**src/rtl/irrigation_pkg.sv**
```systemverilog
`default_nettype none
// ============================================================================
//  Module      : irrigation_pkg
//  Description : Shared definitions for the irrigation zone controller:
//                FSM state encoding, light-level code for dawn and the
//                default values of the controller parameters.
//  Revision    : 1.0 - initial release
// ============================================================================
package irrigation_pkg;

    // Parameter defaults shared by the controller and its users
    localparam int c_n_zones_default      = 4;
    localparam int c_sense_w_default      = 7;
    localparam int c_time_w_default       = 7;
    localparam int c_dry_offset_default   = 50;
    localparam int c_settle_ticks_default = 3;

    // Light sensor code that represents dawn light
    localparam logic [1:0] c_light_dawn = 2'b01;

    // Controller FSM; encoding is visible on the state output port
    typedef enum logic [1:0] {
        ST_STANDBY  = 2'd0,
        ST_DAWN     = 2'd1,
        ST_WATERING = 2'd2,
        ST_SETTLE   = 2'd3
    } irr_state_t;

endpackage : irrigation_pkg
`default_nettype wire

```
**src/rtl/rr_arbiter.sv**
```systemverilog
`default_nettype none
// ============================================================================
//  Module      : rr_arbiter
//  Description : Purely combinational round-robin arbiter. Searches the
//                request vector starting at start_idx, wrapping modulo N,
//                and returns the first requester as a one-hot grant plus
//                its index.
//  Ports       : req       - N request bits
//                start_idx - first index examined by the search (< N)
//                grant     - one-hot grant, all zero when nothing requests
//                grant_idx - index of the granted bit (0 when none)
//                any_req   - at least one request present
//  Revision    : 1.0 - initial release
// ============================================================================
module rr_arbiter #(
    parameter int N     = 4,
    parameter int IDX_W = $clog2(N)
) (
    input  logic [N-1:0]     req,
    input  logic [IDX_W-1:0] start_idx,
    output logic [N-1:0]     grant,
    output logic [IDX_W-1:0] grant_idx,
    output logic             any_req
);

    // One extra bit so start_idx + offset cannot wrap before the modulo step
    logic [IDX_W:0] w_idx;
    logic           w_found;

    always_comb begin
        grant     = '0;
        grant_idx = '0;
        w_found   = 1'b0;
        w_idx     = '0;
        for (int k = 0; k < N; k++) begin
            w_idx = {1'b0, start_idx} + (IDX_W+1)'(k);
            if (w_idx >= (IDX_W+1)'(N)) begin
                w_idx = w_idx - (IDX_W+1)'(N);
            end
            if (!w_found && req[w_idx[IDX_W-1:0]]) begin
                grant[w_idx[IDX_W-1:0]] = 1'b1;
                grant_idx               = w_idx[IDX_W-1:0];
                w_found                 = 1'b1;
            end
        end
    end

    assign any_req = w_found;

endmodule : rr_arbiter
`default_nettype wire

```
**src/rtl/irrigation_zone_ctrl.sv**
```systemverilog
`default_nettype none
// ============================================================================
//  Module      : irrigation_zone_ctrl
//  Description : Multi-zone irrigation controller. Tracks a dawn window
//                opened by a rising edge of the dawn light code, compares
//                each zone's moisture against a dawn / dry threshold,
//                grants one valve at a time round-robin, waters for a
//                programmable number of ticks and then soaks for
//                SETTLE_TICKS ticks before the next grant.
//  Ports       : clk, rst      - clock, synchronous active-high reset
//                tick          - one-second enable for all state changes
//                m_sense       - packed moisture readings, SENSE_W per zone
//                l_thresh      - light level (2'b01 = dawn light)
//                m_thresh      - moisture threshold inside the dawn window
//                water_time    - watering length per grant in ticks
//                dawn_timebox  - dawn window length in ticks
//                water_en      - valve drives, at most one bit set
//                state         - FSM state
//                active_zone   - index of the last granted zone
//                dawn_active   - dawn window open
//  Revision    : 1.0 - initial release
// ============================================================================
module irrigation_zone_ctrl
    import irrigation_pkg::*;
#(
    parameter int N_ZONES      = c_n_zones_default,
    parameter int SENSE_W      = c_sense_w_default,
    parameter int TIME_W       = c_time_w_default,
    parameter int DRY_OFFSET   = c_dry_offset_default,
    parameter int SETTLE_TICKS = c_settle_ticks_default
) (
    input  logic                         clk,
    input  logic                         rst,
    input  logic                         tick,
    input  logic [N_ZONES*SENSE_W-1:0]   m_sense,
    input  logic [1:0]                   l_thresh,
    input  logic [SENSE_W-1:0]           m_thresh,
    input  logic [TIME_W-1:0]            water_time,
    input  logic [TIME_W-1:0]            dawn_timebox,
    output logic [N_ZONES-1:0]           water_en,
    output logic [1:0]                   state,
    output logic [$clog2(N_ZONES)-1:0]   active_zone,
    output logic                         dawn_active
);

    localparam int c_idx_w = $clog2(N_ZONES);

    localparam logic [SENSE_W:0] c_dry_offset   = (SENSE_W+1)'(DRY_OFFSET);
    localparam logic [TIME_W:0]  c_settle_ticks = (TIME_W+1)'(SETTLE_TICKS);
    localparam logic [c_idx_w-1:0] c_last_zone  = c_idx_w'(N_ZONES-1);

    // ------------------------------------------------------------------
    //  Registers
    // ------------------------------------------------------------------
    irr_state_t           r_state;
    logic [N_ZONES-1:0]   r_water_en;
    logic [c_idx_w-1:0]   r_active_zone;
    logic                 r_dawn_active;
    logic [TIME_W-1:0]    r_dawn_cnt;
    logic [TIME_W-1:0]    r_water_cnt;
    logic [TIME_W-1:0]    r_settle_cnt;
    logic [1:0]           r_l_prev;

    // ------------------------------------------------------------------
    //  Dawn window
    // ------------------------------------------------------------------
    logic                 w_dawn_evt;
    logic [TIME_W-1:0]    w_dawn_cnt_inc;
    logic                 w_dawn_active_nxt;

    // Only the transition into dawn light opens a window; a held level
    // does not, because the previous tick sample is already the dawn code.
    assign w_dawn_evt = (l_thresh == c_light_dawn) && (r_l_prev != c_light_dawn);

    assign w_dawn_cnt_inc = (r_dawn_cnt == '1) ? r_dawn_cnt : r_dawn_cnt + 1'b1;

    // The window flag follows the counter value written on the same edge,
    // so a window of dawn_timebox ticks really stays open that many ticks.
    assign w_dawn_active_nxt = w_dawn_evt ? 1'b1 : (w_dawn_cnt_inc < dawn_timebox);

    // ------------------------------------------------------------------
    //  Moisture threshold and per-zone requests
    // ------------------------------------------------------------------
    logic [SENSE_W:0]     w_dry_diff;
    logic [SENSE_W-1:0]   w_dry_thr;
    logic [SENSE_W-1:0]   w_thr;
    logic [N_ZONES-1:0]   w_req;

    // One guard bit catches the borrow so a small m_thresh clamps to 0
    // instead of wrapping to a large threshold.
    assign w_dry_diff = {1'b0, m_thresh} - c_dry_offset;
    assign w_dry_thr  = w_dry_diff[SENSE_W] ? '0 : w_dry_diff[SENSE_W-1:0];
    assign w_thr      = r_dawn_active ? m_thresh : w_dry_thr;

    generate
        for (genvar i = 0; i < N_ZONES; i++) begin : g_req
            assign w_req[i] = (m_sense[i*SENSE_W +: SENSE_W] <= w_thr);
        end
    endgenerate

    // ------------------------------------------------------------------
    //  Round-robin grant, search starts after the last granted zone
    // ------------------------------------------------------------------
    logic [c_idx_w-1:0]   w_rr_start;
    logic [N_ZONES-1:0]   w_grant;
    logic [c_idx_w-1:0]   w_grant_idx;
    logic                 w_any_req;

    assign w_rr_start = (r_active_zone == c_last_zone) ? '0 : r_active_zone + 1'b1;

    rr_arbiter #(
        .N     (N_ZONES),
        .IDX_W (c_idx_w)
    ) u_rr_arbiter (
        .req       (w_req),
        .start_idx (w_rr_start),
        .grant     (w_grant),
        .grant_idx (w_grant_idx),
        .any_req   (w_any_req)
    );

    // ------------------------------------------------------------------
    //  Watering / settle completion
    // ------------------------------------------------------------------
    logic [TIME_W-1:0]    w_water_len;
    logic [TIME_W:0]      w_water_cnt_p1;
    logic [TIME_W:0]      w_settle_cnt_p1;
    logic                 w_water_done;
    logic                 w_settle_done;

    // A zero watering time still produces a one-tick grant
    assign w_water_len     = (water_time == '0) ? TIME_W'(1) : water_time;
    assign w_water_cnt_p1  = {1'b0, r_water_cnt} + 1'b1;
    assign w_settle_cnt_p1 = {1'b0, r_settle_cnt} + 1'b1;
    assign w_water_done    = (w_water_cnt_p1 >= {1'b0, w_water_len});
    assign w_settle_done   = (w_settle_cnt_p1 >= c_settle_ticks);

    // ------------------------------------------------------------------
    //  FSM and timers
    // ------------------------------------------------------------------
    always_ff @(posedge clk) begin
        if (rst) begin
            r_state       <= ST_STANDBY;
            r_water_en    <= '0;
            r_active_zone <= c_last_zone;
            r_dawn_active <= 1'b0;
            r_dawn_cnt    <= '1;
            r_water_cnt   <= '0;
            r_settle_cnt  <= '0;
            r_l_prev      <= 2'b00;
        end else if (tick) begin
            // Dawn tracking runs in every state, so a dawn edge during
            // watering or settle restarts the window without disturbing
            // the watering sequence.
            r_l_prev      <= l_thresh;
            r_dawn_cnt    <= w_dawn_evt ? '0 : w_dawn_cnt_inc;
            r_dawn_active <= w_dawn_active_nxt;

            case (r_state)
                ST_STANDBY, ST_DAWN: begin
                    if (w_any_req) begin
                        r_water_en    <= w_grant;
                        r_active_zone <= w_grant_idx;
                        r_water_cnt   <= '0;
                        r_state       <= ST_WATERING;
                    end else begin
                        r_state <= w_dawn_active_nxt ? ST_DAWN : ST_STANDBY;
                    end
                end
                ST_WATERING: begin
                    // Moisture is deliberately ignored here: watering always
                    // runs its full length once granted.
                    if (w_water_done) begin
                        r_water_en   <= '0;
                        r_settle_cnt <= '0;
                        r_state      <= ST_SETTLE;
                    end else begin
                        r_water_cnt <= r_water_cnt + 1'b1;
                    end
                end
                ST_SETTLE: begin
                    if (w_settle_done) begin
                        r_state <= w_dawn_active_nxt ? ST_DAWN : ST_STANDBY;
                    end else begin
                        r_settle_cnt <= r_settle_cnt + 1'b1;
                    end
                end
                default: begin
                    r_water_en <= '0;
                    r_state    <= ST_STANDBY;
                end
            endcase
        end
    end

    // ------------------------------------------------------------------
    //  Outputs (all straight from registers)
    // ------------------------------------------------------------------
    assign water_en    = r_water_en;
    assign state       = r_state;
    assign active_zone = r_active_zone;
    assign dawn_active = r_dawn_active;

endmodule : irrigation_zone_ctrl
`default_nettype wire

```
**config.mk**
```make
export PLATFORM = sky130hd
export DESIGN_NAME = irrigation_zone_ctrl
export DESIGN_NICKNAME = d
export VERILOG_FILES = /design/src/rtl/irrigation_pkg.sv /design/src/rtl/rr_arbiter.sv /design/src/rtl/irrigation_zone_ctrl.sv
export SDC_FILE = /design/constraint.sdc
export NUM_CORES = 1
export LEC_CHECK = 0
export ABC_AREA = 1
export CORE_UTILIZATION = 35
export CTS_CLUSTER_DIAMETER = 200
export CTS_CLUSTER_SIZE = 16
export DETAILED_ROUTE_END_ITERATION = 8
export GPL_ROUTABILITY_DRIVEN = 0
export PLACE_DENSITY = 0.55
export SETUP_SLACK_MARGIN = 0.5
export SYNTH_ARGS = -nofsm -noshare
export SYNTH_HDL_FRONTEND = slang
export SYNTH_SLANG_ARGS = --single-unit
```
**constraint.sdc**
```tcl
create_clock -name clk -period 6.08 [get_ports clk]
set_input_delay 1.216 -clock clk [delete_from_list [all_inputs] [get_ports clk]]
set_output_delay 1.216 -clock clk [all_outputs]
set_load 0.02 [all_outputs]
```
# Yosys cells after proc, flatten, opt, wreduce, memory -nomap -nowiden
# Index checks and enable logic that the tools add are counted.
# W data, S select, Z words.
[word_totals]
register_bits = 32
elab_cells = 130
inputBits = 54
[op_classes]
bitwise_logic = 3
magnitude_cmp = 19
muxes = 53
n_reduce_logical = 21
eq_ne = 12
addsub = 14
[ops]
columns = ["op", "count"]
rows = [
  ["$mux W7", 9],
  ["$le A7 B7 Y1", 4],
  ["$pmux W7 S2", 2],
  ["$mux W2", 12],
  ["$mux W4", 6],
  ["$add A7 B1 Y7 const B", 3],
  ["$add A7 B1 Y8 const B", 2],
  ["$mux W1", 14],
  ["$lt A2 B3 Y1 const B", 4],
  ["$or A4 B4 Y4", 3],
  ["$reduce_and A4 Y1", 3],
  ["$ge A3 B3 Y1 const B", 3],
  ["$bmux W1 S2", 4],
  ["$demux W1 S2", 4],
  ["$ge A2 B1 Y1 const B", 4],
  ["$ge A8 B2 Y1 const B", 1],
  ["$ge A8 B7 Y1", 1],
  ["$logic_and A1 B1 Y1", 8],
  ["$ne A2 B2 Y1 const B", 4],
  ["$pmux W4 S2", 1],
  ["$sub A2 B1 Y2 const B", 4],
  ["$sub A7 B6 Y8 const B", 1],
  ["$eq A7 B7 Y1 const B", 1],
  ["$logic_not A7 Y1", 1],
  ["other kinds (14)", 23],
]

# Logic depth before layout (Yosys ltp)
# Gate-level depths: netlist of the first run.
[depth]
depth_word = 18
mapped_depth = 26

# By module
# From an unflattened synthesis of the first run, not the netlist that was laid out.
[hier_totals]
cells_unflattened = 518
hier_area_um2 = 3402.0
[by_module_without_submodules]
columns = ["module", "instances", "area_each_um2", "seq_area_each_um2", "cells_per_inst"]
rows = [
  ["irrigation_zone_ctrl", 1, 2961.6, 640.6, 444],
  ["rr_arbiter", 1, 440.4, 0.0, 74],
]

# Worst setup path after synthesis of the first run
# OpenSTA, ideal clock, no wires.
[synth_timing]
path_type = "input to register"
start = "in m_thresh[1]"
end = "reg r_water_en[0], in the netlist water_en[0]"
setup_ps = 110
arrival_ps = 3676
n_path_buf = 1
setup_slack_ps = 2294
stages = 24
cell_sequence = "inv_1 -> ha_1 -> nand2_1 -> nand2_2 -> nand3_4 -> buf_6 -> nand3_1 -> ha_1 -> nand2_1 -> inv_1 -> a221oi_1 -> o21ai_0 -> inv_1 -> nand2_1 -> nand3_1 -> nand2_1 -> o21ai_4 -> inv_2 -> nand4_2 -> nand3_2 -> inv_2 -> nand2_1 -> nand2_1 -> nor2_2"
[synth_between]
elab_chain_len = 18
word_cells_on_any_way = 36
cone_classes = "add/sub (1); order compare (4); eq/ne (1); mux (20); bitwise (3); reduce/logical (7)"
[synth_rtl]
columns = ["element", "line_no", "source"]
rows = [
  ["start: declaration", "irrigation_zone_ctrl.sv:37", "input logic [SENSE_W-1:0] m_thresh,"],
  ["$sub A7 B6 Y8", "irrigation_zone_ctrl.sv:91", "assign w_dry_diff = {1'b0, m_thresh} - c_dry_offset;"],
  ["$mux W7", "irrigation_zone_ctrl.sv:92", "assign w_dry_thr = w_dry_diff[SENSE_W] ? '0 : w_dry_diff[SENSE_W-1:0];"],
  ["$mux W7 *", "irrigation_zone_ctrl.sv:93", "assign w_thr = r_dawn_active ? m_thresh : w_dry_thr;"],
  ["$le A7 B7 Y1", "irrigation_zone_ctrl.sv:97", "assign w_req[i] = (m_sense[i*SENSE_W +: SENSE_W] <= w_thr);"],
  ["$bmux W1 S2", "rr_arbiter.sv:40", "if (!w_found && req[w_idx[IDX_W-1:0]]) begin"],
  ["$mux W1 (not written as such)", "rr_arbiter.sv:40", ""],
  ["$mux W1", "rr_arbiter.sv:40", ""],
  ["$logic_not A1 Y1", "rr_arbiter.sv:40", ""],
  ["[... 2 more ...]", "-", ""],
  ["$logic_not A1 Y1", "rr_arbiter.sv:40", ""],
  ["$logic_and A1 B1 Y1", "rr_arbiter.sv:40", ""],
  ["$mux W1", "rr_arbiter.sv:40", ""],
  ["$logic_not A1 Y1", "rr_arbiter.sv:40", ""],
  ["$logic_and A1 B1 Y1", "rr_arbiter.sv:40", ""],
  ["$mux W1 / $mux W4 (equally long branches)", "rr_arbiter.sv:40", ""],
  ["$ne A2 B1 Y1 (no source line) / $mux W4 (equally long branches)", "-", ""],
  ["$reduce_and A4 Y1 (no source line) / $pmux W4 S2 (equally long branches)", "-", ""],
  ["end signal: assignment", "irrigation_zone_ctrl.sv:162", "r_water_en <= w_grant;"],
  ["end: declaration", "irrigation_zone_ctrl.sv:56", "logic [N_ZONES-1:0] r_water_en;"],
]
# Every way passes the cells marked *; elsewhere a longest branch is shown, timed or not. The select of a mux whose other input is x is not followed.
# A chain may end at the register's enable or synchronous reset.

# Final worst setup path of the first run
# Ends and elaborated chain as after synthesis.

==> impl_metrics.json, run 1 <==
{
  "hold_violations": 0,
  "area_growth_pct": 25.3,
  "cts_buffer_depth": 2,
  "synth_area_leaders": "dfxtp_1 19%, ha_1 16%, nand2_1 12%",
  "seq_area_frac_synth_pct": 19.2,
  "layout-drive-gt1-share_pct": 7.69,
  "path_cells": "clkdlybuf4s50_1 > inv_1 > ha_1 > nand2_1 > nand2_2 > nand3_4 > nand3_1 > ha_1 > nand2_1 > nor2_1 > nand2_1 > nor2_2 > nand3b_1 > nand2_1 > nand3_1 > nand3_1 > nand2_4 > nor2_4 > nand4_2 > nand3_2 > inv_2 > nand2_1 > nand2_1 > nor2_2",
  "slew_violations": 0,
  "grt_pass1_vias": 3105,
  "swShare_pct": 45.4,
  "antennaDiodeCount": 0,
  "overflow": 0,
  "setup_viol": 0,
  "max_stage_delay_ns": 0.52,
  "slew_headroom_pct": 45.7,
  "cts.sinks": 32,
  "io_pins": 63,
  "cp.required_ns": 6.30,
  "power_density_nw_per_um2": 261,
  "fmax_mhz": 221,
  "synth-async-reset-ratio_pct": 0,
  "hpwl_mm": 6.54,
  "path_class": "in -> reg",
  "p_total_mw": 1.09,
  "clkPwrFrac_pct": 18.5,
  "power.switching_mw": 0.497,
  "rsz0062_at_grt": "no",
  "p_int_mw": 0.597,
  "crit_arrival_ns": 4.75,
  "ys_ff_latch": 32,
  "netlist_area_um2": 3340,
  "antenna_found_initial": 0,
  "synth_ff_type": "dfxtp_1",
  "clk_pin_slew_ns": 0.07,
  "insertion_delay_ns": 0.28,
  "cp_top_family": "simple AND/OR/NAND/NOR gates",
  "cts_tree": "yes",
  "num-fill-cells": 931,
  "synth_fp_nets": 607,
  "period_needed_ns": 4.53,
  "drtIter0Drc": 119,
  "synth_edf_count": 0,
  "hold_path.class": "reg -> reg",
  "core_area_um2": 9240,
  "reg2reg_slack_ns": 2.83,
  "root_buffer": "clkbuf_8",
  "p_comb_share_pct": 58.0,
  "post-cts-setup-buffer-count": 0,
  "cts_buffers": 5,
  "die_w_um": 99.7,
  "final_common_cell": "nand2_1",
  "yosysWarnings": 0,
  "netlist_instances": 509,
  "grt_max_degree": 21,
  "drt-vias-per-instance": 4.72,
  "critPathMaxFanout": 13,
  "slowest_stage": "clkdlybuf4s50_1",
  "seqPwrFrac_pct": 23.5,
  "start_kind": "input port",
  "io_buffers": 62,
  "path_common_cell": "nand2_1",
  "tightest_slew_ns": 0.811,
  "detail-route-antenna-nets": 0,
  "syn_avg_cell_area_um2": 6.56,
  "grt_pass1_wl_mm": 13.9,
  "cap_viol_max_count": 0,
  "first_pass_iters": 4,
  "die-area_um2": 9940,
  "yosysTopAreaCell": "dfxtp_1",
  "fin_crit_sh_pct": 74.6,
  "post-route-drc-count": 0,
  "power_leakage_nw": 2.11,
  "vdd_drop_max_mv": 0.148,
  "worst-path-buf-inv": 3,
  "synth_top_area_share_pct": 19.2,
  "grt.total_usage_pct": 17.0,
  "fin_tns_setup_ns": 0,
  "rows": 35,
  "wire_per_inst_um": 11.5,
  "nets": 669,
  "cts_resized": 0,
  "ys_types": 42,
  "die-height_um": 99.7,
  "worst_setup_path_end_kind": "flip-flop",
  "finalNonFillerCells": 701,
  "outcome": "finished clean",
  "wirelength_mm": 8.05,
  "htree_levels": 2,
  "layout_common_cells": "105 x nand2_1, 91 x inv_1, 62 x clkdlybuf4s50_1",
  "hold_buffers": 0,
  "fin_worst_skew_ns": 0.00634,
  "start_util_pct": 36.1,
  "place_inst": 693,
  "dr_total_vias": 3311
}
==> cell families after synthesis <==
logic type               Yosys count  synth area share [%]
XOR/XNOR                          11                  3.11
AO/OA/AOI/OAI                     65                  11.6
adder cells (fa/ha/maj)           44                  16.5
flip-flops                        32                  19.2
AND/OR/NAND/NOR                  256                  37.6
buffers and inverters            101                  12.1
==> layer usage <==
metal | GRT usage, % | vias up | share of wire [%]
met5 | 0 | - | 0
met2 | 28.1 | 66 | 45
met1 | 23.5 | 1449 | 50
met3 | 2.74 | 2 | 4.9
met4 | 2.71 | 0 | 0.32
li1 | - | 1794 | -
==> synthesized netlist by cell type, types with 5 or more instances <==
cell type,count
nor3_1,8
inv_1,91
ha_1,44
nand3_1,50
nand3b_1,7
nor2_2,5
nand3_2,7
a21oi_1,30
nor2_1,41
nand2_1,105
nand2_2,7
o21ai_0,17
nand4_1,10
xor2_1,9
dfxtp_1,32
==> per-stage QoR <==
stage	worst slack [ns]	util [%]	hold WS (ns)	instance area (um2)
floorplan	2.29	-	0.433	3340
global placement	1.36	44.1	0.448	4070
detailed placement	1.28	44.1	0.450	4070
CTS	1.56	45.3	0.464	4180
global route	1.25	45.3	0.487	4180
finish	1.55	45.3	0.464	4180
==> area by class of cell <==
type	count	area (um2)	share of cell area (%)
multi-input cells	376	2300	54.9
flip-flops and latches	32	641	15.3
repair buffers	62	621	14.8
inverters	94	353	8.44
well taps	129	161	3.86
clock buffers	5	68.8	1.65
clock inverters	3	42.5	1.02
==> worst reg2reg max path, cell delays in order (launching register included) <==
cell and delay, ns:
dfxtp_1 0.47, inv_2 0.15, nand3_4 0.20, nand3_1 0.23
ha_1 0.39, nand2_1 0.06, nor2_1 0.13, nand2_1 0.08
nor2_2 0.13, nand3b_1 0.09, nand2_1 0.09, nand3_1 0.11
nand3_1 0.15, nand2_4 0.10, nor2_4 0.23, nand4_2 0.15
nand3_2 0.16, inv_2 0.07, nand2_1 0.06, nand2_1 0.06
nor2_2 0.08
==> power groups by stage <==
stage               clock (mW)  combinational (mW)  sequential [mW]
global route             0.219               0.717            0.261
global placement             0               0.624            0.263
CTS                      0.212               0.632            0.258
detailed placement           0               0.629            0.263
finish                   0.202               0.634            0.257
floorplan                    0               0.467            0.275
==> state kept, by name (all words and copies together) (netlist names) <==
signal,count
state,2
dawn_active,1
water_en,4
r_settle_cnt,7
active_zone,2
r_l_prev,2
r_dawn_cnt,7
r_water_cnt,7
==> worst paths after layout <==
kind                                        to  depth (start not counted)                          from
hold reg to reg   r_settle_cnt[6]$_SDFFE_PP0P_                          2  r_settle_cnt[6]$_SDFFE_PP0P_
setup / recovery      water_en[0]$_SDFFE_PP0P_                         24                   m_thresh[1]
setup reg to reg      water_en[0]$_SDFFE_PP0P_                         20      dawn_active$_SDFFE_PP0P_
hold / removal    r_settle_cnt[6]$_SDFFE_PP0P_                          2  r_settle_cnt[6]$_SDFFE_PP0P_
(Power assumes the default switching activity.)
==> run 2: changes to the inputs <==
Clock period 6.08 ns to 4.5 ns, I/O delays scaled along.
==> run 2 against run 1 <==
Compared with the run above: design area increased by 5.7%; final cell count grew 1.1%; clock skew barely moved; worst hold slack worse by 0.0035 ns; global-route usage increased by 0.33 points; register-to-register slack got worse by 1.4 ns; via count grew 1.4%; sequential power up 36%; combinational power grew 55%; critical path type unchanged; largest power group unchanged.
==> impl_metrics.json, run 2 (same netlist as run 1, synthesis figures left out) <==
{
  "outcome": "finished clean",
  "cap_viol_max_count": 0,
  "power_leakage_nw": 2.19,
  "hold_path.class": "reg -> reg",
  "antenna_found_initial": 0,
  "fin_crit_sh_pct": 82.7,
  "grt.total_usage_pct": 17.3,
  "clk_pin_slew_ns": 0.08,
  "path_cells": "clkdlybuf4s50_1 > inv_1 > nand3_1 > nand2_1 > nand2_1 > nand2_1 > nand3_4 > ha_1 > nand2_1 > inv_1 > nand2_1 > o21ai_0 > inv_1 > nand2_1 > nand3_2 > nand3_2 > nand2_4 > nor2_4 > buf_4 > nand3_2 > nand3_2 > o21bai_1 > nand3_1",
  "start_kind": "input port",
  "max_stage_delay_ns": 0.42,
  "nets": 677,
  "grt_pass1_vias": 3207,
  "reg2regPathDepth": 19,
  "cts.sinks": 32,
  "crit_arrival_ns": 3.88,
  "post-route-drc-count": 0,
  "final_common_cell": "nand2_1",
  "cp_top_family": "simple AND/OR/NAND/NOR gates",
  "die-area_um2": 9940,
  "fin_tns_setup_ns": 0,
  "slowest_stage": "clkdlybuf4s50_1",
  "rows": 35,
  "io_pins": 63,
  "critPathMaxFanout": 7,
  "holdPathStages": 2,
  "cts_tree": "yes",
  "grt_max_degree": 21,
  "worst_hold_slack_ns": 0.461,
  "detail-route-antenna-nets": 0,
  "slew_violations": 0,
  "worst-path-buf-inv": 5,
  "overflow": 0,
  "core_area_um2": 9240,
  "setup_viol": 0,
  "drtIter0Drc": 114,
  "wire_per_inst_um": 11.8,
  "first_pass_iters": 4,
  "vdd_drop_max_mv": 0.147,
  "die-height_um": 99.7,
  "slew_headroom_pct": 45.6,
  "hold_violations": 0,
  "insertion_delay_ns": 0.29,
  "grt_pass1_wl_mm": 14.2,
  "worst_setup_path_end_kind": "flip-flop",
  "cp.required_ns": 4.66,
  "path_class": "in -> reg",
  "fin_worst_skew_ns": 0.00626,
  "top_regs": "r_dawn_cnt x7, r_settle_cnt x7, r_water_cnt x7",
  "die_w_um": 99.7,
  "root_buffer": "clkbuf_8",
  "period_needed_ns": 3.72,
  "hold_buffers": 0,
  "layout_common_cells": "98 x nand2_1, 89 x inv_1, 60 x clkdlybuf4s50_1",
  "cts_buffer_depth": 2,
  "path_common_cell": "nand2_1",
  "wirelength_mm": 8.36,
  "fmax_mhz": 269,
  "area_growth_pct": 32.4,
  "cp.depth": 23,
  "io_buffers": 62,
  "tightest_slew_ns": 0.813,
  "rsz0062_at_grt": "no",
  "hpwl_mm": 6.54,
  "cts_buffers": 5,
  "dr_total_vias": 3356,
  "layout-drive-gt1-share_pct": 13.4,
  "power_density_nw_per_um2": 353,
  "reg2reg_slack_ns": 1.45,
  "drt-vias-per-instance": 4.73,
  "start_util_pct": 36.1,
  "antennaDiodeCount": 0,
  "htree_levels": 2
}
==> run 2: cell count changes in the layout (fill, tap and decap cells not counted), sizes merged <==
| cell | previous run | this run |
|---|---|---|
| buf | 0 | 8 |
| clkdlybuf4s50 | 62 | 60 |
| dlymetal6s2s | 0 | 2 |
| clkinvlp | 1 | 2 |
| bufinv | 1 | 0 |
==> run 2: through the flow <==
| step | setup WS [ns] | instances | instance area, um2 | total power, mW | util [%] |
|---|---|---|---|---|---|
| detailed placement | 0.101 | 694 | 4080 | 1.21 | 44.1 |
| global placement | 0.198 | 694 | 4080 | 1.20 | 44.1 |
| finish | 0.780 | 709 | 4420 | 1.56 | 47.9 |
| global route | 0.474 | 709 | 4420 | 1.71 | 47.9 |
| CTS | 0.533 | 705 | 4240 | 1.50 | 45.9 |
| floorplan | 1.03 | 509 | 3340 | 1.00 | - |
==> run 2: path summary, 6_finish.rpt <==
check	start	to
max	m_thresh[3]	active_zone[1]$_SDFFE_PP1P_
min	r_settle_cnt[6]$_SDFFE_PP0P_	r_settle_cnt[6]$_SDFFE_PP0P_
max reg2reg	dawn_active$_SDFFE_PP0P_	active_zone[1]$_SDFFE_PP1P_
min reg2reg	r_settle_cnt[6]$_SDFFE_PP0P_	r_settle_cnt[6]$_SDFFE_PP0P_
==> run 2: report_power, final <==
part           switching (mW)  internal, mW  total, mW
Clock                   0.123         0.110      0.233
Combinational           0.583         0.398      0.981
Sequential             0.0331         0.316      0.349
==> run 2: cell type report <==
type	count	area [um2]
clock buffer	5	68.8
clock inverter	3	23.8
fill	935	4820
inverter	94	353
multi-input combinational	376	2480
sequential	32	641
tap	129	161
timing repair buffer	70	697
==> run 2: layer usage <==
| metal | vias up | part of all wire, % | GRT usage, % |
|---|---|---|---|
| met5 | - | 0 | 0 |
| met4 | 0 | 0.68 | 3.39 |
| met3 | 6 | 3.7 | 2.18 |
| met2 | 66 | 45 | 29.7 |
| met1 | 1482 | 50 | 23.3 |
| li1 | 1802 | - | - |
==> run 2: tightest hold or removal path: stages (launching register included) <==
cell and delay (ns):
dfxtp_1 0.33, nand2_1 0.06, nor2_1 0.03
==> run 2: timing repair <==
item | in CTS | in global routing
gates resized for setup | 9 | 32
pin swaps | 2 | 12
cloned | 0 | 0
buffers inserted | 3 | 4
setup endpoints to repair | 11 | 15
